<file path="config.mk">
export PLATFORM = sky130hd
export DESIGN_NAME = uart_tx_cfg
export DESIGN_NICKNAME = d
export VERILOG_FILES = /design/src/rtl/uart_pkg.sv /design/src/rtl/uart_baud_cnt.sv /design/src/rtl/uart_tx_cfg.sv
export SDC_FILE = /design/constraint.sdc
export NUM_CORES = 1
export LEC_CHECK = 0
export ABC_AREA = 0
export BUFFER_PORTS_ARGS = -buffer_cell sky130_fd_sc_hd__buf_2
export CORE_ASPECT_RATIO = 0.75
export CORE_MARGIN = 3
export CORE_UTILIZATION = 41
export DETAILED_ROUTE_END_ITERATION = 8
export PLACE_DENSITY = 0.67
export SKIP_CTS_REPAIR_TIMING = 1
export SLEW_MARGIN = 10
export SYNTH_ARGS = -nofsm -noshare
export SYNTH_HDL_FRONTEND = slang
export SYNTH_SLANG_ARGS = --single-unit
</file>
<file path="constraint.sdc">
create_clock -name clk_in -period 2.3 [get_ports clk_in]
set_clock_uncertainty 0.2 [all_clocks]
set_input_delay 0.23 -clock clk_in [delete_from_list [all_inputs] [get_ports clk_in]]
set_output_delay 0.23 -clock clk_in [all_outputs]
set_load 0.01 [all_outputs]
</file>
<file path="src/rtl/uart_pkg.sv">
// Shared UART definitions: FSM encoding, parity-mode codes and word-length limits.
// Used by the transmitter and intended for a matching receiver.
package uart_pkg;

    typedef enum logic [2:0] {
        ST_IDLE   = 3'd0,
        ST_START  = 3'd1,
        ST_DATA   = 3'd2,
        ST_PARITY = 3'd3,
        ST_STOP   = 3'd4
    } uart_state_e;

    localparam logic [1:0] PAR_NONE = 2'b00;
    localparam logic [1:0] PAR_EVEN = 2'b01;
    localparam logic [1:0] PAR_ODD  = 2'b10;

    localparam logic [3:0] MIN_WORD_LEN = 4'd5;

    function automatic logic [3:0] clamp_word_len(input logic [3:0] len, input logic [3:0] max_len);
        if (len < MIN_WORD_LEN) return MIN_WORD_LEN;
        if (len > max_len)      return max_len;
        return len;
    endfunction

endpackage

</file>
<file path="src/rtl/uart_baud_cnt.sv">
// Bit-period counter: counts 0..OVERSAMPLING-1 and flags the last cycle of each bit.
// Held at zero while clear_in is high so a bit always starts on a full period.
module uart_baud_cnt #(
    parameter int OVERSAMPLING = 16
) (
    input  logic clk_in,
    input  logic nrst_in,
    input  logic clear_in,
    output logic bit_end_out
);

    localparam int CW = (OVERSAMPLING > 1) ? $clog2(OVERSAMPLING) : 1;
    localparam logic [CW-1:0] LAST = CW'(OVERSAMPLING - 1);

    logic [CW-1:0] cnt_q, cnt_d;

    assign bit_end_out = (cnt_q == LAST);

    always_comb begin
        cnt_d = cnt_q + CW'(1);
        if (clear_in || bit_end_out) cnt_d = '0;
    end

    always_ff @(posedge clk_in or negedge nrst_in) begin
        if (!nrst_in) cnt_q <= '0;
        else          cnt_q <= cnt_d;
    end

endmodule

</file>
<file path="src/rtl/uart_tx_cfg.sv">
// Configurable UART transmitter: 5..DATA_BITS data bits, optional even/odd parity,
// one or two stop bits; frame configuration is latched when the word is accepted.
module uart_tx_cfg
    import uart_pkg::*;
#(
    parameter int OVERSAMPLING = 16,
    parameter int DATA_BITS    = 8
) (
    input  logic                 clk_in,
    input  logic                 nrst_in,
    input  logic                 data_valid_in,
    input  logic [DATA_BITS-1:0] tx_data_in,
    input  logic [3:0]           word_len_in,
    input  logic [1:0]           parity_mode_in,
    input  logic                 stop2_in,
    output logic                 tx_ready_out,
    output logic                 tx_serial_out,
    output logic                 tx_busy_out,
    output logic                 tx_done_out,
    output uart_state_e          state_dbg_out
);

    localparam logic [3:0] MAX_LEN = 4'(DATA_BITS);

    uart_state_e          state_q, state_d;
    logic [DATA_BITS-1:0] data_q, data_d;
    logic [3:0]           len_q, len_d;
    logic [3:0]           bit_idx_q, bit_idx_d;
    logic                 par_en_q, par_en_d;
    logic                 par_bit_q, par_bit_d;
    logic                 stop2_q, stop2_d;
    logic                 stop_idx_q, stop_idx_d;

    logic                 bit_end;
    logic                 accept;
    logic                 last_data;
    logic                 last_stop;
    logic [3:0]           len_cap;
    logic [DATA_BITS-1:0] data_masked;

    uart_baud_cnt #(.OVERSAMPLING(OVERSAMPLING)) u_baud (
        .clk_in      (clk_in),
        .nrst_in     (nrst_in),
        .clear_in    (state_q == ST_IDLE),
        .bit_end_out (bit_end)
    );

    assign accept    = (state_q == ST_IDLE) && data_valid_in;
    assign last_data = (bit_idx_q == len_q - 4'd1);
    assign last_stop = (stop_idx_q == stop2_q);

    // Parity is computed once at capture, only over the bits that will be sent.
    always_comb begin
        len_cap = clamp_word_len(word_len_in, MAX_LEN);
        for (int i = 0; i < DATA_BITS; i++) begin
            data_masked[i] = tx_data_in[i] & (i < int'(len_cap));
        end
    end

    always_ff @(posedge clk_in or negedge nrst_in) begin
        if (!nrst_in) state_q <= ST_IDLE;
        else          state_q <= state_d;
    end

    always_comb begin
        state_d = state_q;
        case (state_q)
            ST_IDLE:   if (data_valid_in) state_d = ST_START;
            ST_START:  if (bit_end) state_d = ST_DATA;
            ST_DATA:   if (bit_end && last_data) state_d = par_en_q ? ST_PARITY : ST_STOP;
            ST_PARITY: if (bit_end) state_d = ST_STOP;
            ST_STOP:   if (bit_end && last_stop) state_d = ST_IDLE;
            default:   state_d = ST_IDLE;
        endcase
    end

    always_comb begin
        tx_ready_out  = (state_q == ST_IDLE);
        tx_busy_out   = !tx_ready_out;
        tx_done_out   = (state_q == ST_STOP) && bit_end && last_stop;
        state_dbg_out = state_q;
        case (state_q)
            ST_START:  tx_serial_out = 1'b0;
            ST_DATA:   tx_serial_out = data_q[0];
            ST_PARITY: tx_serial_out = par_bit_q;
            default:   tx_serial_out = 1'b1;
        endcase
    end

    // Frame datapath: data shifts out LSB first; stop_idx marks the second stop bit.
    always_comb begin
        data_d     = data_q;
        len_d      = len_q;
        bit_idx_d  = bit_idx_q;
        par_en_d   = par_en_q;
        par_bit_d  = par_bit_q;
        stop2_d    = stop2_q;
        stop_idx_d = stop_idx_q;
        if (accept) begin
            data_d     = tx_data_in;
            len_d      = len_cap;
            bit_idx_d  = '0;
            par_en_d   = (parity_mode_in == PAR_EVEN) || (parity_mode_in == PAR_ODD);
            par_bit_d  = (^data_masked) ^ (parity_mode_in == PAR_ODD);
            stop2_d    = stop2_in;
            stop_idx_d = 1'b0;
        end else if (bit_end) begin
            if (state_q == ST_DATA) begin
                data_d    = data_q >> 1;
                bit_idx_d = bit_idx_q + 4'd1;
            end
            if (state_q == ST_STOP) stop_idx_d = 1'b1;
        end
    end

    always_ff @(posedge clk_in or negedge nrst_in) begin
        if (!nrst_in) begin
            data_q     <= '0;
            len_q      <= '0;
            bit_idx_q  <= '0;
            par_en_q   <= 1'b0;
            par_bit_q  <= 1'b0;
            stop2_q    <= 1'b0;
            stop_idx_q <= 1'b0;
        end else begin
            data_q     <= data_d;
            len_q      <= len_d;
            bit_idx_q  <= bit_idx_d;
            par_en_q   <= par_en_d;
            par_bit_q  <= par_bit_d;
            stop2_q    <= stop2_d;
            stop_idx_q <= stop_idx_d;
        end
    end

endmodule

</file>
* Yosys cells after proc, flatten, opt, wreduce, memory -nomap -nowiden *
Index checks and enable logic that the tools add are counted.
Widths: inputs -> output; s select.

cells by class
  equal/unequal tests = 14
  order comparisons = 10
  shift-type cells = 0
  reduce and logical (&&, ||, !) cells = 16
  $add $sub $neg = 3
  muxes and demuxes = 25
  $mul = 0
  bitwise logic cells = 9
  div/mod/pow operators = 0

operators by type and width
  operator             count
  $mux 4               8
  $mux 8               3
  $mux 3               6
  $lt 3x4->1 const A   4
  $pmux 3 s5           1
  $ne 2x2->1 const B   5
  $add 4x1->4 const B  2
  $and 1x1->1          8
  $lt 1x4->1 const A   2
  $lt 2x4->1 const A   2
  $reduce_xor 8->1     1
  $eq 3x2->1 const B   2
  $mux 1               6
  $reduce_bool 2->1    3
  $logic_and 1x1->1    5
  $reduce_and 5->1     1
  $eq 4x4->1           1
  $eq 4x4->1 const B   1
  $gt 4x4->1 const B   1
  $lt 4x3->1 const B   1
  $reduce_and 2->1     2
  $sub 4x1->4 const B  1
  $eq 3x1->1 const B   1
  $eq 3x3->1 const B   1
  other kinds (8)      9

storage, ports and cells
  memories kept = 0
  flip-flop bits (word level) = 27
  bits in read-only memories = 0
  bits in latches = 0
  input port bits = 18
  bits in writable memories = 0
  word-level logic and storage cells = 86

* Logic depth before layout (Yosys ltp) *
Gate-level depths: netlist of run 1.

  word-level depth = 9
  depth in mapped cells = 8
  depth with buffers taken out = 7

* Modules after synthesis *
Synthesis of run 1 repeated with hierarchy kept, for this count alone.

second synthesis, totals
  cells, all modules = 152
  area total of the unflattened synthesis = 1510.2 sq um

modules (own cells, without submodules)
  module         sequential area each (sq um)  times used  area each (sq um)  cells each
  uart_tx_cfg    575.6                         1           1338.8             139
  uart_baud_cnt  100.1                         1           171.4              13

* Worst setup path after synthesis of run 1 *
No wires, ideal clock.

  path type = reg2reg
  start point = reg len_q[0]
  end point = reg state_q[0] (netlist: state_dbg_out[0])
  setup slack = 0.538 ns
  setup time = 0.133 ns
  data required time = 1.967 ns
  data arrival time = 1.429 ns
  stages on the path, launching flop included = 8
  cells stage by stage = dfrtp_1 -> inv_1 -> ha_1 -> xor2_1 -> xnor2_1 -> a311o_1 -> o2111ai_1 -> o21ai_0

on the way
  longest elaborated chain between the ends = 5

ends and longest elaborated chain
  element                     line                text
  from (decl)                 uart_tx_cfg.sv:27   logic [3:0] len_q, len_d;
  from (signal assigned)      uart_tx_cfg.sv:127  len_q <= len_d;
  $sub 4x1->4                 uart_tx_cfg.sv:49   assign last_data = (bit_idx_q == len_q - 4'd1);
  $eq 4x4->1                  uart_tx_cfg.sv:49
  $logic_and 1x1->1           uart_tx_cfg.sv:70   ST_DATA: if (bit_end && last_data) state_d = par_en_q ? ST_PARITY : ST_STOP;
  $ne 2x2->1 (no line)        -
  $reduce_and 5->1 (no line)  -
  to (signal assigned)        uart_tx_cfg.sv:62   else state_q <= state_d;
  to (decl)                   uart_tx_cfg.sv:25   uart_state_e state_q, state_d;

Every way passes these cells.
A chain may end at the register's enable or synchronous reset.

* Final worst setup path of run 1 *
  start point = reg len_q[0]
  end point = reg state_q[2] (netlist: state_dbg_out[2])

The elaborated chain is that of the path after synthesis.

==> results by group, run 1 <==
Floorplan
  – Die width: between 70 and 80 um
  – Core Area: 3380 sq um
  – IO Pins: 25
  – Num rows: 18
  – Die Area: between 4000 and 5000 sq um
  – Die Height: around 58 um
  – Initial core utilization: approximately 44%

Outcome
  – Outcome: complete, but fails checks
  – Failing checks: negative hold slack

Synth
  – Post-synthesis mux area share: 1.44%
  – Sequential element share of the synthesized area: 45.8%
  – Syn nets: 168
  – Unique masters post-synth: 38
  – Synth Flop Type: dfrtp_1
  – YS warnings: 0
  – Top post-synthesis cells by area: dfrtp_1 (46%), nand2_1 (7.4%), xnor2_1 (7.1%)
  – XOR/XNOR Fraction of Synth Area: 11.3%
  – Gate Count Post-Synth: between 100 and 150
  – Largest family of logic cells by synthesized area: simple AND/OR/NAND/NOR gates
  – Post-synth EDFFs: 0
  – Synthesized flop and latch total: 27
  – Count leader, synth: nand2_1
  – Fraction of registers with async set/reset: 100%
  – Synth Area in Compound Gates: around 12%
  – Post-synth top cells: nand2_1 (29), dfrtp_1 (27), xnor2_1 (12)
  – Post-synth top area cell: dfrtp_1
  – Post-synthesis simple-gate area fraction: between 20 and 25%
  – Share of the synthesized area in the top cell type: a little under half
  – Adder-Cell Fraction of Synth Area: around 3.4%
  – Mapped cell area: about 1500 sq um
  – Avg Cell Area, Syn: 10.1 sq um

Cells and area
  – Fin cells: between 200 and 250
  – N_diodes: 0
  – Final net count: ~200
  – Fillers: 309
  – Final core occ: ~50%
  – Layout cell share with drive strength beyond 1: ~26%
  – Area Growth Syn to Fin: 15.6%

Setup path
  – Worst endpoint data arrival time: approximately 1.9 ns
  – Worst-case reg-to-reg path depth: 7
  – R2r startpoint: len_q[0]$_DFFE_PN0P_
  – Reg2reg setup slack: 0.40 ns
  – CP Launch Point: len_q[0]$_DFFE_PN0P_
  – Setup crit end: state_dbg_out[2]$_DFFE_PN0P_
  – Max FO, Critical Path: 3
  – FF-to-FF End: state_dbg_out[2]$_DFFE_PN0P_
  – CP endpoint kind: register
  – Crit Path Class: register to register
  – Required time of the critical path: ~2.3 ns
  – Worst Setup Start Kind: register

CTS
  – Clock buffer depth: 2
  – CTS tree: built
  – CTS Buf Count: 3
  – Reg clk slew, reported paths: roughly 0.09 ns
  – H-tree depth: 1
  – Clk root buf: clkbuf_8
  – Worst-skew pair later-pin latency: between 0.2 and 0.3 ns
  – CTS sink count: 27

Placement
  – Placed cells: about 210
  – Final Wtd Congestion: 0.762
  – PortBufs: 24
  – Post-DP HPWL: 2140 um
  – Dpl ws: approximately 0.4 ns

Timing
  – Slew headroom: about three fifths
  – RSZ-0062 raised after global routing: false
  – Final setup viols: 0
  – Fmax: 526 MHz
  – Fin. max-slew vios: 0
  – Fin crit share: around 83%
  – Sum of negative setup slack: 0 ns
  – Tmin final: around 1.9 ns
  – Worst slew pin tran: 0.598 ns
  – Worst Slack Setup Final: ~0.40 ns
  – Hold Slack: -0.00523 ns
  – Final Hold Viols: 2

Route
  – Wire per inst: 13.3 um
  – Vias per cell: a little over 5
  – WL final: a little under 3000 um
  – ANT nets after route: 0
  – Via Count: ~1100
  – DRC Markers: 0
  – Initial DRC count: between 60 and 70
  – DRT Pass-1 Iters: 4

Power and ir drop
  – Pwr dens: slightly above 1000 nW/um^2
  – Total power: ~1.7 mW
  – VDD IR max: ~0.00035 V
  – Leak Pwr: between 0.8 and 0.9 nW

Global routing
  – Total gr overflow: 0
  – First-pass GRT wire length: 4790 um
  – Largest net degree at the start of global routing: 28
  – GRT Total Usage: 14.1%
  – Initial antenna violation count: 0
  – Vias in the first global route: approximately 1100

Worst hold path
  – Worst Hold Class: input port to register

Flow run
  – # Max-Cap Violations: 0
## registers in the layout, summed over array words and instances (netlist names)
name           cells
data_q             8
par_en_q           1
stop_idx_q         1
u_baud.cnt_q       4
state_dbg_out      3
stop2_q            1
bit_idx_q          4
len_q              4
par_bit_q          1
## cell usage in the layout (no fill, tap or decap), types with 2 or more instances in the layout
master | Yosys | final
nand2_1 | 29 | 29
dfrtp_1 | 27 | 27
buf_2 | 0 | 24
xnor2_1 | 12 | 12
o21ai_0 | 7 | 7
xor2_1 | 7 | 7
nor2_1 | 6 | 6
inv_1 | 4 | 4
and3_1 | 4 | 4
a22oi_1 | 4 | 4
ha_1 | 4 | 4
dlygate4sd3_1 | 0 | 4
a22oi_2 | 3 | 3
or3_1 | 3 | 3
nor3_1 | 3 | 3
clkbuf_8 | 0 | 3
nor2_2 | 2 | 2
a22o_1 | 2 | 2
nand2_2 | 2 | 2
nand4_1 | 2 | 2
a21oi_1 | 2 | 2
o21ai_1 | 2 | 2
## worst min path at each step
| stage | start | end | slack, ns | depth (start not counted) |
|---|---|---|---|---|
| 3_3_place_gp | nrst_in | data_q[2]$_DFFE_PN0P_ | 0.07 | 1 |
| 3_5_place_dp | nrst_in | data_q[3]$_DFFE_PN0P_ | 0.07 | 1 |
| 6_report | tx_data_in[4] | data_q[4]$_DFFE_PN0P_ | -0.005 | 3 |
| 2_1_floorplan | nrst_in | bit_idx_q[0]$_DFFE_PN0P_ | -0.27 | 0 |
| 5_1_grt | tx_data_in[5] | data_q[5]$_DFFE_PN0P_ | 0.01 | 3 |
| 4_1_cts | nrst_in | data_q[3]$_DFFE_PN0P_ | -0.23 | 1 |
## through the flow
step                hold slack [ns]  cell area, sq um
finish                     -0.00523              1710
global route                 0.0116              1710
floorplan                    -0.266              1480
detailed placement           0.0724              1620
global placement             0.0681              1620
CTS                          -0.234              1670
## worst max-delay path, stage by stage, from the launching register on
cell and delay, ns:
dfrtp_1 0.40, inv_1 0.07, ha_1 0.31, xnor2_1 0.17, nor3_1 0.07, a311o_1 0.31, o2111ai_1 0.12, o21ai_0 0.14
## kinds of logic (layout without fill, tap and decap cells)
kind of cell / count (synthesis) / count (layout)
mux: 2 / 2
compound gates: 25 / 25
buf+inv: 9 / 39
xor+xnor: 19 / 19
fa+ha+maj: 4 / 4
flops: 27 / 27
simple gates: 60 / 60
## power breakdown
part	total (mW)	internal, mW	switching [mW]
combinational	0.675	0.306	0.369
clock	0.265	0.121	0.144
sequential	0.796	0.650	0.146
## final cells by class
cell class                 count  area (sq um)  area share (%)
tap                           40          50.0            2.93
clock inverter                 1          5.00           0.293
timing repair buffer          29           168            9.83
clock buffer                   3          41.3            2.42
multi-input combinational    110           741            43.4
inverter                       6          25.0            1.47
sequential                    27           676            39.6
## routing by layer
metal | track usage [%] | part of all wire [%] | vias up
met5 | 0 | 0 | -
met4 | 1.50 | 0.45 | 0
met3 | 3.64 | 5.1 | 3
met2 | 22.8 | 48 | 28
met1 | 19.9 | 47 | 529
li1 | - | - | 562
No activity file was read; power rests on OpenSTA's default activity.
==> inputs of run 2 (changes only) <==
Settings changed: PLACE_DENSITY 0.67 to 0.7.
Clock period 2.3 ns to 1.7 ns, I/O delays scaled along.
==> results by group, run 2 (synthesis results as in run 1) <==
Cells and area
  – Most flop-heavy register: data_q
  – FF/Latch Area: 677 sq um (+0.19%)
  – Fillers: 285 (-7.8%)
  – Most frequent cells in the layout: nand2_1 (29), dfrtp_1 (26), buf_2 (24)
  – Final net count: 229 (+15%)
  – Final core occ: 60.3% (+9.9 points)
  – Design area: 2040 sq um (+20%)
  – Layout cell share with drive strength beyond 1: 37.9% (+12 points)
  – Area Growth Syn to Fin: 38.2%
  – Most common cell after layout, fill and taps aside: nand2_1
  – Max reg flops: 8 (unchanged)
  – Area of the multi-input gates: 815 sq um (+10%)
  – N_diodes: 0 (unchanged)

Placement
  – Final Wtd Congestion: 0.790 (+3.7%)
  – Post-DP HPWL: 2350 um (+9.9%)
  – DP Area: 1720 sq um (+6.2%)
  – PortBufs: 24 (unchanged)

Floorplan
  – IO Pins: 25 (unchanged)
  – Die width: 75.3 um (unchanged)
  – Core Area: 3380 sq um (unchanged)
  – Die Height: 57.9 um (unchanged)
  – Die Area: 4360 sq um (unchanged)
  – Num rows: 18 (unchanged)
  – Initial core utilization: 43.7% (unchanged)

Setup path
  – Slowest stage cell, crit path: dfrtp_1
  – CP max stage delay: 0.40 ns (about the same)
  – Setup crit end: state_dbg_out[1]$_DFFE_PN0P_
  – CP Launch Point: len_q[0]$_DFFE_PN0P_
  – FF-to-FF End: state_dbg_out[1]$_DFFE_PN0P_
  – Worst Setup Start Kind: register
  – Max FO, Critical Path: 3 (unchanged)
  – Crit Path Class: register to register
  – R2r startpoint: len_q[0]$_DFFE_PN0P_
  – CP endpoint kind: register
  – Crit-path cells: inv_2 -> ha_4 -> xnor2_2 -> nor3_2 -> a311o_1 -> o2111ai_2 -> o2bb2ai_2
  – Reg2reg setup slack: -0.13 ns (-0.53 ns)
  – Worst endpoint data arrival time: 1.80 ns (-0.05 ns)
  – Worst-case reg-to-reg path depth: 7 (unchanged)
  – Required time of the critical path: 1.67 ns (-0.58 ns)

Route
  – DRT Pass-1 Iters: 4 (unchanged)
  – WL final: 3560 um (+24%)
  – Uppermost layer routed: met4
  – Wire per inst: 14.5 um (+8.5%)
  – Vias per cell: 5.17 (-0.53%)
  – ANT nets after route: 0 (unchanged)
  – Wl on met1: 1560 um (+15%)
  – Metal3 WL: 198 um (+35%)
  – Initial DRC count: 75 (+23%)
  – DRC Markers: 0 (unchanged)
  – Met2 WL post-DR: 1770 um (+29%)
  – Via Count: 1271 (+13%)

Flow run
  – # Max-Cap Violations: 0 (unchanged)

Timing
  – Fin crit share: 108% (+25 points)
  – Final Hold Viols: 0 (-2)
  – Tmin final: 1.83 ns (-0.0743 ns)
  – Slew headroom: 59.1% (-1.0 points)
  – Hold Slack: 0.0484 ns (+0.0537 ns)
  – RSZ-0062 raised after global routing: true
  – Fin. max-slew vios: 0 (unchanged)
  – Sum of negative setup slack: -0.394 ns (-0.394 ns)
  – Worst Slack Setup Final: -0.128 ns (-0.526 ns)
  – Final setup viols: 6 (+6)
  – Worst slew pin tran: 0.613 ns (+0.0152 ns)
  – Fmax: 547 MHz (+4.1%)

CTS
  – Worst-skew pair later-pin latency: 0.27 ns (about the same)
  – H-tree depth: 1 (unchanged)
  – Reg clk slew, reported paths: 0.09 ns (about the same)
  – Clock buffer depth: 2 (unchanged)
  – CTS Buf Count: 3 (unchanged)
  – Clk root buf: clkbuf_8
  – CTS sink count: 27 (unchanged)
  – CTS tree: built

Power and ir drop
  – Combinational Power Share: 46.7% (+7.8 points)
  – Pwr dens: 1360 nW/um^2 (+34%)
  – Pint: 1.70 mW (+58%)
  – Switching part of the total: 38.7% (+0.78 points)
  – VDD IR max: 0.000641 V (+85%)
  – Flop pwr share: 39.9% (-6.0 points)
  – Clock power share: 13.4% (-1.9 points)
  – Leak Pwr: 0.992 nW (+19%)
  – Switching power total: 1.07 mW (+63%)

Outcome
  – Failing checks: negative setup slack
  – Outcome: complete, but fails checks

Global routing
  – Largest net degree at the start of global routing: 28 (unchanged)
  – GRT Total Usage: 15.7% (+1.6 points)
  – Vias in the first global route: 1161 (+8.1%)
  – First-pass GRT wire length: 5290 um (+11%)
  – Initial antenna violation count: 0 (unchanged)
  – Total gr overflow: 0 (unchanged)

Worst hold path
  – Worst Hold Class: input port to register
run 2: changes by cell type in the layout (fill, tap and decap cells not counted), sizes merged:
cell         delta
buf            +21
clkbuf          +1
dlygate4sd3     +8
run 2: worst min path at each step:
stage                  start  depth (start not counted)                  endpoint  slack [ns]
2_1_floorplan        nrst_in                          0  bit_idx_q[0]$_DFFE_PN0P_       -0.33
3_3_place_gp         nrst_in                          1     data_q[3]$_DFFE_PN0P_       0.003
3_5_place_dp         nrst_in                          1     data_q[2]$_DFFE_PN0P_        0.02
4_1_cts              nrst_in                          1     data_q[2]$_DFFE_PN0P_       -0.28
5_1_grt        data_valid_in                          3      len_q[2]$_DFFE_PN0P_        0.07
6_report       data_valid_in                          3      len_q[2]$_DFFE_PN0P_        0.05
run 2: through the flow:
stage                     power, mW  instances  worst slack, ns
final                          2.77        246           -0.128
after floorplan                1.80        146         -0.00599
after CTS                      2.53        221          -0.0968
after detailed placement       2.16        217          -0.0714
after global placement         2.10        217         -0.00465
after global routing           2.98        246           -0.166
run 2: power groups by stage:
stage / Sequential, mW / Combinational, mW / Clock, mW
after floorplan: 1.06 / 0.746 / 0
after global placement: 1.06 / 1.04 / 0
after detailed placement: 1.08 / 1.08 / 0
after CTS: 1.07 / 1.09 / 0.371
after global routing: 1.14 / 1.43 / 0.406
final: 1.11 / 1.29 / 0.372
run 2: critical path: cells and delay by family, from the launching register on:
family	cells	cell delay, ns
AO/OA/AOI/OAI	3	0.53
flip-flops	1	0.40
adder cells (fa/ha/maj)	1	0.20
AND/OR/NAND/NOR	1	0.17
XOR/XNOR	1	0.13
buffers and inverters	1	0.08
run 2: final cells by class:
cell class / count / share of cell area, %
clock buffer: 3 / 2.03
clock inverter: 1 / 0.246
inverter: 6 / 1.23
multi-input combinational: 110 / 40.0
sequential: 27 / 33.2
tap: 40 / 2.46
timing repair buffer: 59 / 20.9
run 2: layer usage:
metal  global-route usage (%)  vias up
li1                         -      622
met1                     22.3      607
met2                     23.8       36
met3                     5.03        6
met4                     2.99        0
met5                        0        -
==> inputs of run 3 (changes only) <==
Settings changed: CORE_UTILIZATION 41 to 49, PLACE_DENSITY 0.7 to 0.8.
==> results by group, run 3 (synthesis results as in run 1) <==
Setup path
  – CP max stage delay: 0.43 ns (+0.03 ns)
  – Worst Setup Start Kind: register
  – Worst Path Buf+Inv: 2 (+1)
  – Crit Path Class: register to primary output
  – Crit-path cells: ha_4 -> and3_4 -> buf_6 -> and3_4 -> buf_6
  – Crit path max-delay family: flip-flops
  – Crit. path cell count: 5 (-2)
  – Required time of the critical path: 1.33 ns (-0.34 ns)
  – Max FO, Critical Path: 3 (unchanged)
  – Slowest stage cell, crit path: dfrtp_1
  – Worst-case reg-to-reg path depth: 7 (unchanged)
  – CP endpoint kind: primary output
  – Worst endpoint data arrival time: 1.41 ns (-0.39 ns)

Timing
  – RSZ-0062 raised after global routing: true
  – Hold Slack: 0.0321 ns (-0.0164 ns)
  – Fin crit share: 105% (-2.9 points)
  – Final setup viols: 6 (unchanged)
  – Worst slew pin tran: 0.593 ns (-0.0202 ns)
  – Final Hold Viols: 0 (unchanged)
  – Tmin final: 1.78 ns (-0.0491 ns)
  – Slew headroom: 60.5% (+1.3 points)
  – Worst Slack Setup Final: -0.0791 ns (+0.0491 ns)
  – Fmax: 562 MHz (+2.8%)
  – Fin. max-slew vios: 0 (unchanged)

Route
  – Via Count: 1270 (-0.079%)
  – DRC Markers: 0 (unchanged)
  – DRT Pass-1 Iters: 4 (unchanged)
  – Initial DRC count: 65 (-13%)
  – ANT nets after route: 0 (unchanged)
  – Wire per inst: 14.5 um (+0.27%)
  – WL final: 3410 um (-4.2%)
  – Vias per cell: 5.40 (+4.6%)

Power and ir drop
  – Pwr dens: 1350 nW/um^2 (-0.62%)
  – VDD IR max: 0.000785 V (+22%)
  – Leak Pwr: 0.951 nW (-4.2%)

Global routing
  – Vias in the first global route: 1184 (+2.0%)
  – Initial antenna violation count: 0 (unchanged)
  – Largest net degree at the start of global routing: 28 (unchanged)
  – First-pass GRT wire length: 5320 um (+0.51%)
  – Total gr overflow: 0 (unchanged)
  – GRT Total Usage: 18.7% (+2.9 points)

Cells and area
  – Most flop-heavy register: data_q
  – Max reg flops: 8 (unchanged)
  – N_diodes: 0 (unchanged)
  – Area Growth Syn to Fin: 35.6%
  – Design area: 2000 sq um (-1.8%)
  – Most common cell after layout, fill and taps aside: nand2_1
  – Layout cell share with drive strength beyond 1: 38.7% (+0.83 points)
  – Most frequent cells in the layout: nand2_1 (29), dfrtp_1 (24), buf_2 (23)
  – Final net count: 222 (-3.1%)

Floorplan
  – Die Height: 53.5 um (-7.6%)
  – Core Area: 2740 sq um (-19%)
  – Num rows: 16 (-2)
  – Die width: 69.4 um (-7.8%)
  – IO Pins: 25 (unchanged)
  – Die Area: 3710 sq um (-15%)
  – Initial core utilization: 53.8% (+10 points)

CTS
  – CTS tree: built
  – CTS Buf Count: 3 (unchanged)
  – Clock buffer depth: 2 (unchanged)
  – Reg clk slew, reported paths: 0.09 ns (about the same)
  – Clk root buf: clkbuf_8
  – Worst-skew pair later-pin latency: 0.28 ns (about the same)
  – H-tree depth: 1 (unchanged)
  – CTS sink count: 27 (unchanged)

Placement
  – PortBufs: 24 (unchanged)
  – Final Wtd Congestion: 0.782 (-1.0%)
  – Post-DP HPWL: 2380 um (+1.2%)
  – DP Area: 1700 sq um (-1.2%)

Outcome
  – Failing checks: negative setup slack
  – Outcome: complete, but fails checks

Worst hold path
  – Worst Hold Class: input port to register
  – Hold path cells: 3 (unchanged)

Flow run
  – # Max-Cap Violations: 0 (unchanged)
## run 3: metrics by stage
step / util, % / power (mW) / instances / TNS [ns] / setup slack (ns)
3_3_place_gp: 62.0 / 2.04 / 211 / -0.0160 / -0.0127
6_report: 72.9 / 2.70 / 235 / -0.308 / -0.0791
3_5_place_dp: 62.0 / 2.12 / 211 / -0.331 / -0.0909
5_1_grt: 72.9 / 2.92 / 235 / -0.890 / -0.156
2_1_floorplan: - / 1.80 / 146 / -0.00599 / -0.00599
4_1_cts: 63.6 / 2.49 / 215 / -0.685 / -0.193
## run 3: cell type report
class	count	area, sq um
well taps	36	45.0
clock buffers	3	41.3
clock inverters	1	5.00
inverters	6	25.0
flip-flops and latches	27	679
multi-input cells	110	825
repair buffers	52	380
fillers	168	742
## run 3: per-layer routing
layer	vias to the layer above	global-route usage [%]	share of wire (%)
li1	603	-	-
met1	617	22.5	43
met2	45	33.5	50
met3	5	4.36	5.4
met4	0	6.49	1.1
met5	-	0	0
## run 3: final timing paths
| check | startpoint | endpoint | slack, ns |
|---|---|---|---|
| worst max-delay path | u_baud.cnt_q[0]$_DFF_PN0_ | tx_done_out | -0.08 |
| max in group asynchronous | nrst_in | state_dbg_out[1]$_DFFE_PN0P_ | 0.65 |
| min in group asynchronous | nrst_in | data_q[2]$_DFFE_PN0P_ | 0.22 |
| worst max register to register | len_q[1]$_DFFE_PN0P_ | state_dbg_out[1]$_DFFE_PN0P_ | -0.06 |
| worst min register to register | data_q[5]$_DFFE_PN0P_ | data_q[5]$_DFFE_PN0P_ | 0.29 |
| worst min-delay path | parity_mode_in[1] | par_en_q$_DFFE_PN0P_ | 0.03 |
## run 3: worst min-delay path: cells and delay by family
family / cells / cell delay (ns)
AOI/OAI and AO/OA: 1 / 0.09
buffers and inverters: 1 / 0.08
adders and majority gates: 1 / 0.12
## run 3: power breakdown
part	total (mW)	switching, mW	internal, mW
clock	0.363	0.199	0.164
combinational	1.21	0.607	0.603
sequential	1.13	0.246	0.885
total	2.70	1.05	1.65
